## config.mk

```make
export PLATFORM = sky130hd
export DESIGN_NAME = video_layer_mux
export DESIGN_NICKNAME = d
export VERILOG_FILES = /design/src/rtl/video_layer_mux.sv
export SDC_FILE = /design/constraint.sdc
export NUM_CORES = 1
export LEC_CHECK = 0
export ABC_CLOCK_PERIOD_IN_PS = 11200
export CORE_UTILIZATION = 58
export CTS_CLUSTER_SIZE = 8
export DETAILED_ROUTE_END_ITERATION = 8
export GPL_ROUTABILITY_DRIVEN = 0
export GPL_TIMING_DRIVEN = 0
export PLACE_DENSITY = 0.89
export RECOVER_POWER = 100
export SLEW_MARGIN = 20
export SYNTH_ARGS = -nofsm -noshare
export SYNTH_HDL_FRONTEND = slang
export SYNTH_SLANG_ARGS = --single-unit
```

## constraint.sdc

```tcl
create_clock -name clk_pixel_in -period 11.2 [get_ports clk_pixel_in]
set_input_delay 2.24 -clock clk_pixel_in [delete_from_list [all_inputs] [get_ports clk_pixel_in]]
set_output_delay 2.24 -clock clk_pixel_in [all_outputs]
set_load 0.03 [all_outputs]
```

## src/rtl/video_layer_mux.sv

```systemverilog
// video_layer_mux: two-stage background select plus prioritised overlay compositor.
// Optional macro VIDEO_LAYER_MUX_BLEND_EN turns layer 0 into a 50% blend over the background.
module video_layer_mux #(
  parameter int NUM_LAYERS = 4,
  parameter int COLOR_W    = 24
) (
  input  logic                  clk_pixel_in,
  input  logic                  rst_in,
  input  logic                  valid_in,
  input  logic                  new_frame_in,
  input  logic [1:0]            bg_sel_in,
  input  logic [COLOR_W-1:0]    camera_pixel_in,
  input  logic [COLOR_W/3-1:0]  camera_y_in,
  input  logic [COLOR_W/3-1:0]  channel_in,
  input  logic                  thresholded_pixel_in,
  input  logic [NUM_LAYERS-1:0] layer_hit_in,
  input  logic                  cfg_we_in,
  input  logic [3:0]            cfg_addr_in,
  input  logic [COLOR_W-1:0]    cfg_data_in,
  output logic [COLOR_W-1:0]    pixel_out,
  output logic                  valid_out,
  output logic                  new_frame_out
);

  localparam int CW = COLOR_W / 3;
  localparam logic [COLOR_W-1:0] LAYER_RST =
    {{CW{1'b0}}, {CW{1'b1}}, {CW{1'b0}}};
  localparam logic [COLOR_W-1:0] MASK_RST = COLOR_W'(24'hFF77AA);

  logic [COLOR_W-1:0]    sh_color     [NUM_LAYERS];
  logic [COLOR_W-1:0]    sh_color_nxt [NUM_LAYERS];
  logic [COLOR_W-1:0]    act_color    [NUM_LAYERS];
  logic [NUM_LAYERS-1:0] sh_en, sh_en_nxt, act_en;
  logic [COLOR_W-1:0]    sh_mask, sh_mask_nxt, act_mask;
  logic [1:0]            act_bg;
  logic                  frame_start;

  logic [1:0]            bg_mode;
  logic [COLOR_W-1:0]    mask_col;
  logic [COLOR_W-1:0]    bg_pix;
  logic [COLOR_W-1:0]    s1_pix;
  logic [NUM_LAYERS-1:0] s1_hit;
  logic                  s1_valid, s1_nf;

  logic                  win;
  logic [COLOR_W-1:0]    lay;
  logic [COLOR_W-1:0]    s2_nxt;

  assign frame_start = valid_in & new_frame_in;

  always_comb begin
    sh_color_nxt = sh_color;
    sh_en_nxt    = sh_en;
    sh_mask_nxt  = sh_mask;
    for (int i = 0; i < NUM_LAYERS; i++) begin
      if (cfg_we_in && cfg_addr_in == 4'(i))
        sh_color_nxt[i] = cfg_data_in;
    end
    if (cfg_we_in && cfg_addr_in == 4'd14)
      sh_en_nxt = cfg_data_in[NUM_LAYERS-1:0];
    if (cfg_we_in && cfg_addr_in == 4'd15)
      sh_mask_nxt = cfg_data_in;
  end

  // The frame-start pixel itself must already see the new frame's settings.
  assign bg_mode  = frame_start ? bg_sel_in : act_bg;
  assign mask_col = frame_start ? sh_mask_nxt : act_mask;

  always_comb begin
    bg_pix = camera_pixel_in;
    unique case (bg_mode)
      2'd0: bg_pix = camera_pixel_in;
      2'd1: bg_pix = {channel_in, channel_in, channel_in};
      2'd2: bg_pix = thresholded_pixel_in ? '1 : '0;
      2'd3: bg_pix = thresholded_pixel_in ? mask_col
                   : {camera_y_in, camera_y_in, camera_y_in};
    endcase
  end

  always_comb begin
    win = 1'b0;
    lay = '0;
    for (int i = NUM_LAYERS - 1; i >= 0; i--) begin
      if (s1_hit[i] && act_en[i]) begin
        win = 1'b1;
        lay = act_color[i];
      end
    end
  end

`ifdef VIDEO_LAYER_MUX_BLEND_EN
  logic [CW:0]        sum;
  logic [COLOR_W-1:0] blend;
  logic               win0;

  assign win0 = s1_hit[0] & act_en[0];

  always_comb begin
    sum   = '0;
    blend = '0;
    for (int c = 0; c < 3; c++) begin
      sum = {1'b0, act_color[0][c*CW +: CW]} + {1'b0, s1_pix[c*CW +: CW]};
      blend[c*CW +: CW] = sum[CW:1];
    end
  end

  always_comb begin
    s2_nxt = s1_pix;
    if (win) s2_nxt = lay;
    if (win0) s2_nxt = blend;
  end
`else
  always_comb begin
    s2_nxt = s1_pix;
    if (win) s2_nxt = lay;
  end
`endif

  always_ff @(posedge clk_pixel_in or posedge rst_in) begin
    if (rst_in) begin
      for (int i = 0; i < NUM_LAYERS; i++) begin
        sh_color[i]  <= LAYER_RST;
        act_color[i] <= LAYER_RST;
      end
      sh_en         <= '0;
      act_en        <= '0;
      sh_mask       <= MASK_RST;
      act_mask      <= MASK_RST;
      act_bg        <= 2'd0;
      s1_pix        <= '0;
      s1_hit        <= '0;
      s1_valid      <= 1'b0;
      s1_nf         <= 1'b0;
      pixel_out     <= '0;
      valid_out     <= 1'b0;
      new_frame_out <= 1'b0;
    end else begin
      for (int i = 0; i < NUM_LAYERS; i++)
        sh_color[i] <= sh_color_nxt[i];
      sh_en   <= sh_en_nxt;
      sh_mask <= sh_mask_nxt;
      if (frame_start) begin
        for (int i = 0; i < NUM_LAYERS; i++)
          act_color[i] <= sh_color_nxt[i];
        act_en   <= sh_en_nxt;
        act_mask <= sh_mask_nxt;
        act_bg   <= bg_sel_in;
      end
      s1_pix        <= bg_pix;
      s1_hit        <= layer_hit_in;
      s1_valid      <= valid_in;
      s1_nf         <= new_frame_in;
      pixel_out     <= s2_nxt;
      valid_out     <= s1_valid;
      new_frame_out <= s1_nf;
    end
  end

endmodule

```

# Word level (Yosys, flattened, before mapping)
# Index checks and enable logic that the tools add are counted.
[totals]
regBits = 306
wordCells = 61
[classes]
bitwise_logic = 1
mux = 20
n_reduce_logical = 12
eq_ne = 8
[op_table]
columns = ["op", "n"]
rows = [
  ["24-bit two-way mux", 13],
  ["24-bit one-hot mux with 4 select lines", 1],
  ["1-bit logical AND", 10],
  ["4-bit by 2-bit equality test with 1-bit output (second input constant)", 2],
  ["4-bit equality test (second input constant)", 2],
  ["2-bit equality test (second input constant)", 2],
  ["4-bit by 1-bit equality test with 1-bit output (second input constant)", 1],
  ["4-bit zero test", 1],
  ["1-bit two-way mux", 4],
  ["4-bit two-way mux", 1],
  ["2-bit by 1-bit equality test with 1-bit output (second input constant)", 1],
  ["2-bit zero test", 1],
  ["2-bit two-way mux", 1],
  ["1-bit AND", 1],
]

# Depth between registers and ports, before layout
# Gate-level depths: netlist of run 1.
[logic_depth]
ltp_word = 6
mapped_depth = 7

# Worst setup path after synthesis of run 1
# No wires, ideal clock.
[synth_timing]
path_type = "input to register"
start = "input port cfg_addr_in[3]"
end = "register act_color[88] (netlist name)"
path_slack_ns = 7.603
arrival_time_ns = 3.480
path_buffers = 1
setup_ns = 0.117
path_stages = 6
path_cell_list = "nor3b_2 -> nor3b_4 -> buf_6 -> mux2_2 -> nand2_1 -> nand2_1"
[synth_rtl]
columns = ["item", "line_no", "source"]
rows = [
  ["from (decl)", "18", "input logic [3:0] cfg_addr_in,"],
  ["to (signal, indexed assignment)", "144", "act_color[i] <= sh_color_nxt[i];"],
  ["to (decl)", "32", "logic [COLOR_W-1:0] act_color [NUM_LAYERS];"],
]

==> results.tsv, run 1 <==
metric	value	unit
run_status	complete, but fails checks	
violations	capacitance limit, slew limit	
final_nets	1379	
die_y	148.0	um
crit_fanout	10	
period_needed	5424	ps
seq_area_frac_synth	62.98	%
end_kind	flip-flop	
fill_cells	1356	
synth_cell_types	31	
synth_edf_count	0	
relSlewSlack	-73.72	%
p_seq_share	44.7	%
p_comb_share	19.4	%
dieArea	21890	um2
drt-initial-drc-count	1142	
start_kind	primary input	
synth_area	12360	um2
fmax	0.1844	GHz
cts.sinks	306	
via_per_inst	6.221	
drv_cap	1	
cts_tree	yes	
h-tree-depth	2	
die_w	148.0	um
worstSkewPairLatency	550	ps
synthTopCellsByArea	dfrtp_1 (42%), dfstp_2 (21%), nand2_1 (11%)	
track_usage	33.86	%
cp.required	11620	ps
finalSetupViolCount	0	
worst_pin_slew	2592	ps
place_hpwl	23.30	mm
antennaDiodeCount	0	
p_clk_share	35.9	%
holdCritPathClass	flip-flop to flip-flop	
overflow	0	
yosysTopAreaCell	dfrtp_1	
drv_slew	58	
yosys_warnings	0	
p_per_area	225.0	nW/um2
cp.arrival	5840	ps
ys_async_sr_fraction	100.0	%
drive_gt1_share	13.30	%
clk_path_buf_depth	3	
placed_cell_area	13840	um2
antenna_found_initial	1	
switching_share	29.51	%
final_core_util	71.79	%
fin_total_pwr	3.385	mW
vias	9991	
cts-resized-gates	0	
ant_nets	0	
design_area	15040	um2
p_leak	6.861	nW
yosysTopAreaCellShare	41.72	%
grt_max_degree	108	
hold_buffers	0	
core_area	20960	um2
syn_avg_cell_area	10.78	um2
postCtsSetupRepairBufs	0	
syn_inst	1146	
hold_viol	0	
yosysMostFrequentCell	nand2_1	
area_growth	21.75	%
fin_crit_sh	48.43	%
synth.net_count	1226	
post-route-drc-count	0	
wire_per_inst	22.51	um
io_pins	106	
cts_buffers	44	
rows	53	
grt_pass1_wl	55.79	mm
clkSlewWorstSetupHoldPaths	50	ps
switching_power	0.9991	mW
routed_wl	36.16	mm
grt_setup_unrepaired	no	
ys_top_cells_by_count	nand2_1 (378), dfrtp_1 (206), dfstp_2 (100), mux2_2 (95), nor2_1 (82)	
intPower	2.386	mW
drt_first_pass_iters	9	
start_util	58.97	%
grt_pass1_vias	10310	
synthFlopType	dfrtp_1	
worstSetupPathType	primary input to flip-flop	
numPortBuffers	104	
cts_root_buffer	clkbuf_16	
clock_skew	26.28	ps
ir_worst_vdd	0.0001636	V
ys_ff_latch	306	
-- state kept, by name (all words and copies together), names as in the netlist --
register       flops
act_mask          24
act_en             4
s1_valid           1
pixel_out         24
new_frame_out      1
s1_pix            24
valid_out          1
act_color         96
act_bg             2
sh_color          96
s1_nf              1
sh_en              4
sh_mask           24
s1_hit             4
-- worst max-delay path: stages --
cell,delay (ps)
dlygate4sd3_1,570
nor3b_1,700
nor3b_1,1140
clkbuf_1,570
mux2_1,430
nand2_1,110
nand2_1,70
-- area by class of cell --
class	instances	area [um2]	share of cell area (%)
buffer	73	284.0	1.888
clock buffer	74	1214	8.067
clock inverter	4	57.56	0.3826
inverter	3	12.51	0.08317
multi-input combinational	764	4227	28.09
sequential	306	7782	51.73
tap	275	344.1	2.287
timing repair buffer	107	1124	7.468
-- worst paths after layout --
| path | slack (ps) | to | cells past startpoint | startpoint |
|---|---|---|---|---|
| min reg2reg | 350 | valid_out$_DFF_PP0_ | 0 | s1_valid$_DFF_PP0_ |
| min | 350 | valid_out$_DFF_PP0_ | 0 | s1_valid$_DFF_PP0_ |
| max in group asynchronous | 6660 | act_color[8]$_DFFE_PP1N_ | 4 | rst_in |
| max | 5780 | act_color[90]$_DFFE_PP0N_ | 7 | cfg_addr_in[2] |
| min in group asynchronous | 2880 | act_color[68]$_DFFE_PP0N_ | 2 | rst_in |
| max reg2reg | 8290 | pixel_out[4]$_DFF_PP0_ | 6 | act_en[1]$_DFFE_PP0N_ |
-- routing by layer --
layer  track usage, %  share of wire [%]  up-vias  routed length (um)
li1                 -                  -     4195                   -
met1            41.38                 37     4959               13260
met2            55.14                 48      663               17470
met3            7.037                9.2      174                3324
met4            21.34                5.8        0                2098
met5                0                  0        -                   0
-- kinds of logic after synthesis --
group           synth area share (%)
compound gates                 9.184
buf+inv                        2.643
flops                          62.98
mux                            9.275
simple gates                   15.92
-- stage by stage --
step	TNS [ps]	cells	setup WS, ps	hold slack [ps]
detailed placement	0	1528	6551	339.5
global placement	-501280	1525	-2455	333.6
CTS	0	1606	7087	351.6
global route	0	1606	5712	356.4
finish	0	1606	5776	349.4
floorplan	0	1146	666.1	331.2
-- cells in the final DEF (no fill, tap or decap), types with 2 or more instances in the layout --
cell type and count:
nand2_1 380, dfrtp_1 206, dfstp_2 100, clkbuf_1 91, mux2_1 84, nor2_1 82, clkdlybuf4s50_1 70, a21oi_1 49
clkbuf_16 44, dlygate4sd3_1 34, nor3_1 25, o21ai_0 24, a31oi_1 24, a222oi_1 24, a221o_1 24, mux2_2 16
buf_2 8, a2bb2oi_1 8, o21a_1 8, and2_1 4, buf_1 4, nor3b_1 3, clkinv_8 3, buf_16 3
nand3b_1 2, mux2i_1 2, inv_1 2
-- power groups by stage --
stage / Clock (mW) / Sequential (mW) / Combinational [mW]
3_5_place_dp: 0 / 1.52 / 0.657
5_1_grt: 1.27 / 1.53 / 0.699
4_1_cts: 1.22 / 1.51 / 0.676
6_report: 1.22 / 1.51 / 0.658
3_3_place_gp: 0 / 1.50 / 0.625
2_1_floorplan: 0 / 1.56 / 0.351
No activity file was read; power rests on OpenSTA's default activity.
==> inputs of run 2 (changes only) <==
- ABC_CLOCK_PERIOD_IN_PS: 11200 -> 4600
- CORE_UTILIZATION: 58 -> 52
- PLACE_DENSITY: 0.89 -> 0.85
- clock period: 11.2 -> 4.6 ns (I/O delays scaled with it)
==> results.tsv, run 2 (synthesis gave the netlist of run 1 again) <==
metric	value	unit
run_status	complete, but fails checks	
violations	capacitance limit, slew limit	
seq_area	7782	um2
hold_buffers	0	
grt_setup_unrepaired	no	
final_cell_mix	nand2_1 (380), dfrtp_1 (206), dfstp_2 (100)	
cts-resized-gates	0	
cts_buffers	44	
post-route-drc-count	0	
antennaDiodeCount	0	
cp-startpoint	cfg_addr_in[3]	
cp.required	5000	ps
worstSkewPairLatency	520	ps
grt_max_degree	37	
tns	0	ps
worst_slack	1138	ps
p_seq_share	44.9	%
drt_first_pass_iters	9	
drt-initial-drc-count	944	
wire_per_inst	20.83	um
switching_power	2.331	mW
via_per_inst	5.865	
dieArea	24380	um2
rows	56	
area_growth	22.93	%
vias	9712	
switching_share	28.53	%
relSlewSlack	-29.23	%
cp.arrival	3860	ps
fin_crit_sh	75.26	%
fmax	0.2889	GHz
antenna_found_initial	0	
start_kind	primary input	
worstSetupPathType	primary input to flip-flop	
multi_input_area	4238	um2
core_area	23400	um2
cts_root_buffer	clkbuf_16	
finalSetupViolCount	0	
crit_fanout	10	
end_kind	flip-flop	
grt_pass1_vias	9637	
final_nets	1386	
place_hpwl	23.38	mm
fill_cells	1773	
clock_skew	14.22	ps
p_comb_share	19.3	%
io_pins	106	
drv_cap	2	
p_clk_share	35.8	%
holdCritPathClass	flip-flop to flip-flop	
overflow	0	
intPower	5.839	mW
hold_viol	0	
clk_path_buf_depth	3	
critPathSlowestCell	nor3b_1	
cp_slowest_stage_delay	660	ps
numPortBuffers	104	
ir_worst_vdd	0.0004254	V
die_y	156.2	um
die_w	156.2	um
p_leak	6.903	nW
drive_gt1_share	13.76	%
timing.rr.start	act_en[1]$_DFFE_PP0N_	
routed_wl	34.49	mm
path_common_cell	nand2_1	
postCtsSetupRepairBufs	0	
cts.sinks	306	
start_util	52.80	%
drv_slew	61	
h-tree-depth	2	
worstHoldStart	s1_valid$_DFF_PP0_	
layout_commonest_cell	nand2_1	
crit_path_cell_trace	dlygate4sd3_1 > nor3b_1 > nor3b_4 > clkbuf_1 > mux2_1 > nand2_1 > nand2_1	
dp_worst_setup_slack	1319	ps
period_needed	3462	ps
grt_pass1_wl	53.23	mm
track_usage	29.04	%
ant_nets	0	
clkSlewWorstSetupHoldPaths	50	ps
cts_tree	yes	
top_regs	act_color x96, sh_color x96	
p_per_area	537.8	nW/um2
worst_pin_slew	1938	ps
-- run 2: path summary, 6_finish.rpt --
kind / to / slack [ps] / cells after the start
max: act_color[92]$_DFFE_PP0N_ / 1140 / 7
min reg2reg: valid_out$_DFF_PP0_ / 350 / 0
min in group asynchronous: act_color[70]$_DFFE_PP0N_ / 780 / 2
min: valid_out$_DFF_PP0_ / 350 / 0
max in group asynchronous: act_color[83]$_DFFE_PP1N_ / 1340 / 6
max reg2reg: pixel_out[3]$_DFF_PP0_ / 1860 / 6
-- run 2: routing by layer --
metal | up-vias | global-route usage (%) | wire (um)
li1 | 4207 | - | -
met1 | 4849 | 37.70 | 13420
met2 | 557 | 46.85 | 16780
met3 | 99 | 6.444 | 2937
met4 | 0 | 12.93 | 1344
met5 | - | 0 | 0
-- run 2: worst max-delay path, delay by kind of cell --
family / cells / cell delay, ps
multiplexers: 1 / 410
buffers and inverters: 2 / 1130
AND/OR/NAND/NOR: 4 / 1410
-- run 2: stage by stage --
| step | utilization (%) | total power, mW | cell area, um2 | hold slack [ps] | instances |
|---|---|---|---|---|---|
| floorplan | - | 4.643 | 12360 | 331.2 | 1146 |
| global placement | 58.97 | 5.192 | 13800 | 334.2 | 1569 |
| detailed placement | 59.89 | 5.293 | 14020 | 334.7 | 1579 |
| CTS | 65.24 | 8.244 | 15270 | 348.1 | 1656 |
| global route | 64.91 | 8.481 | 15190 | 356.6 | 1656 |
| finish | 64.91 | 8.170 | 15190 | 348.0 | 1656 |
-- run 2: power by group through the flow --
stage / Sequential (mW) / Clock (mW) / Combinational [mW]
after CTS: 3.67 / 2.94 / 1.63
final: 3.67 / 2.92 / 1.58
after detailed placement: 3.69 / 0 / 1.61
after floorplan: 3.79 / 0 / 0.855
after global routing: 3.72 / 3.06 / 1.70
after global placement: 3.66 / 0 / 1.53
-- run 2: layout make-up --
| cell class | count | area share, % |
|---|---|---|
| Clock buffer | 76 | 8.179 |
| Clock inverter | 1 | 0.05766 |
| Inverter | 3 | 0.08237 |
| Buffer | 73 | 1.870 |
| Multi-Input combinational cell | 764 | 27.90 |
| Tap cell | 319 | 2.627 |
| Sequential cell | 306 | 51.23 |
| Timing Repair Buffer | 114 | 8.055 |
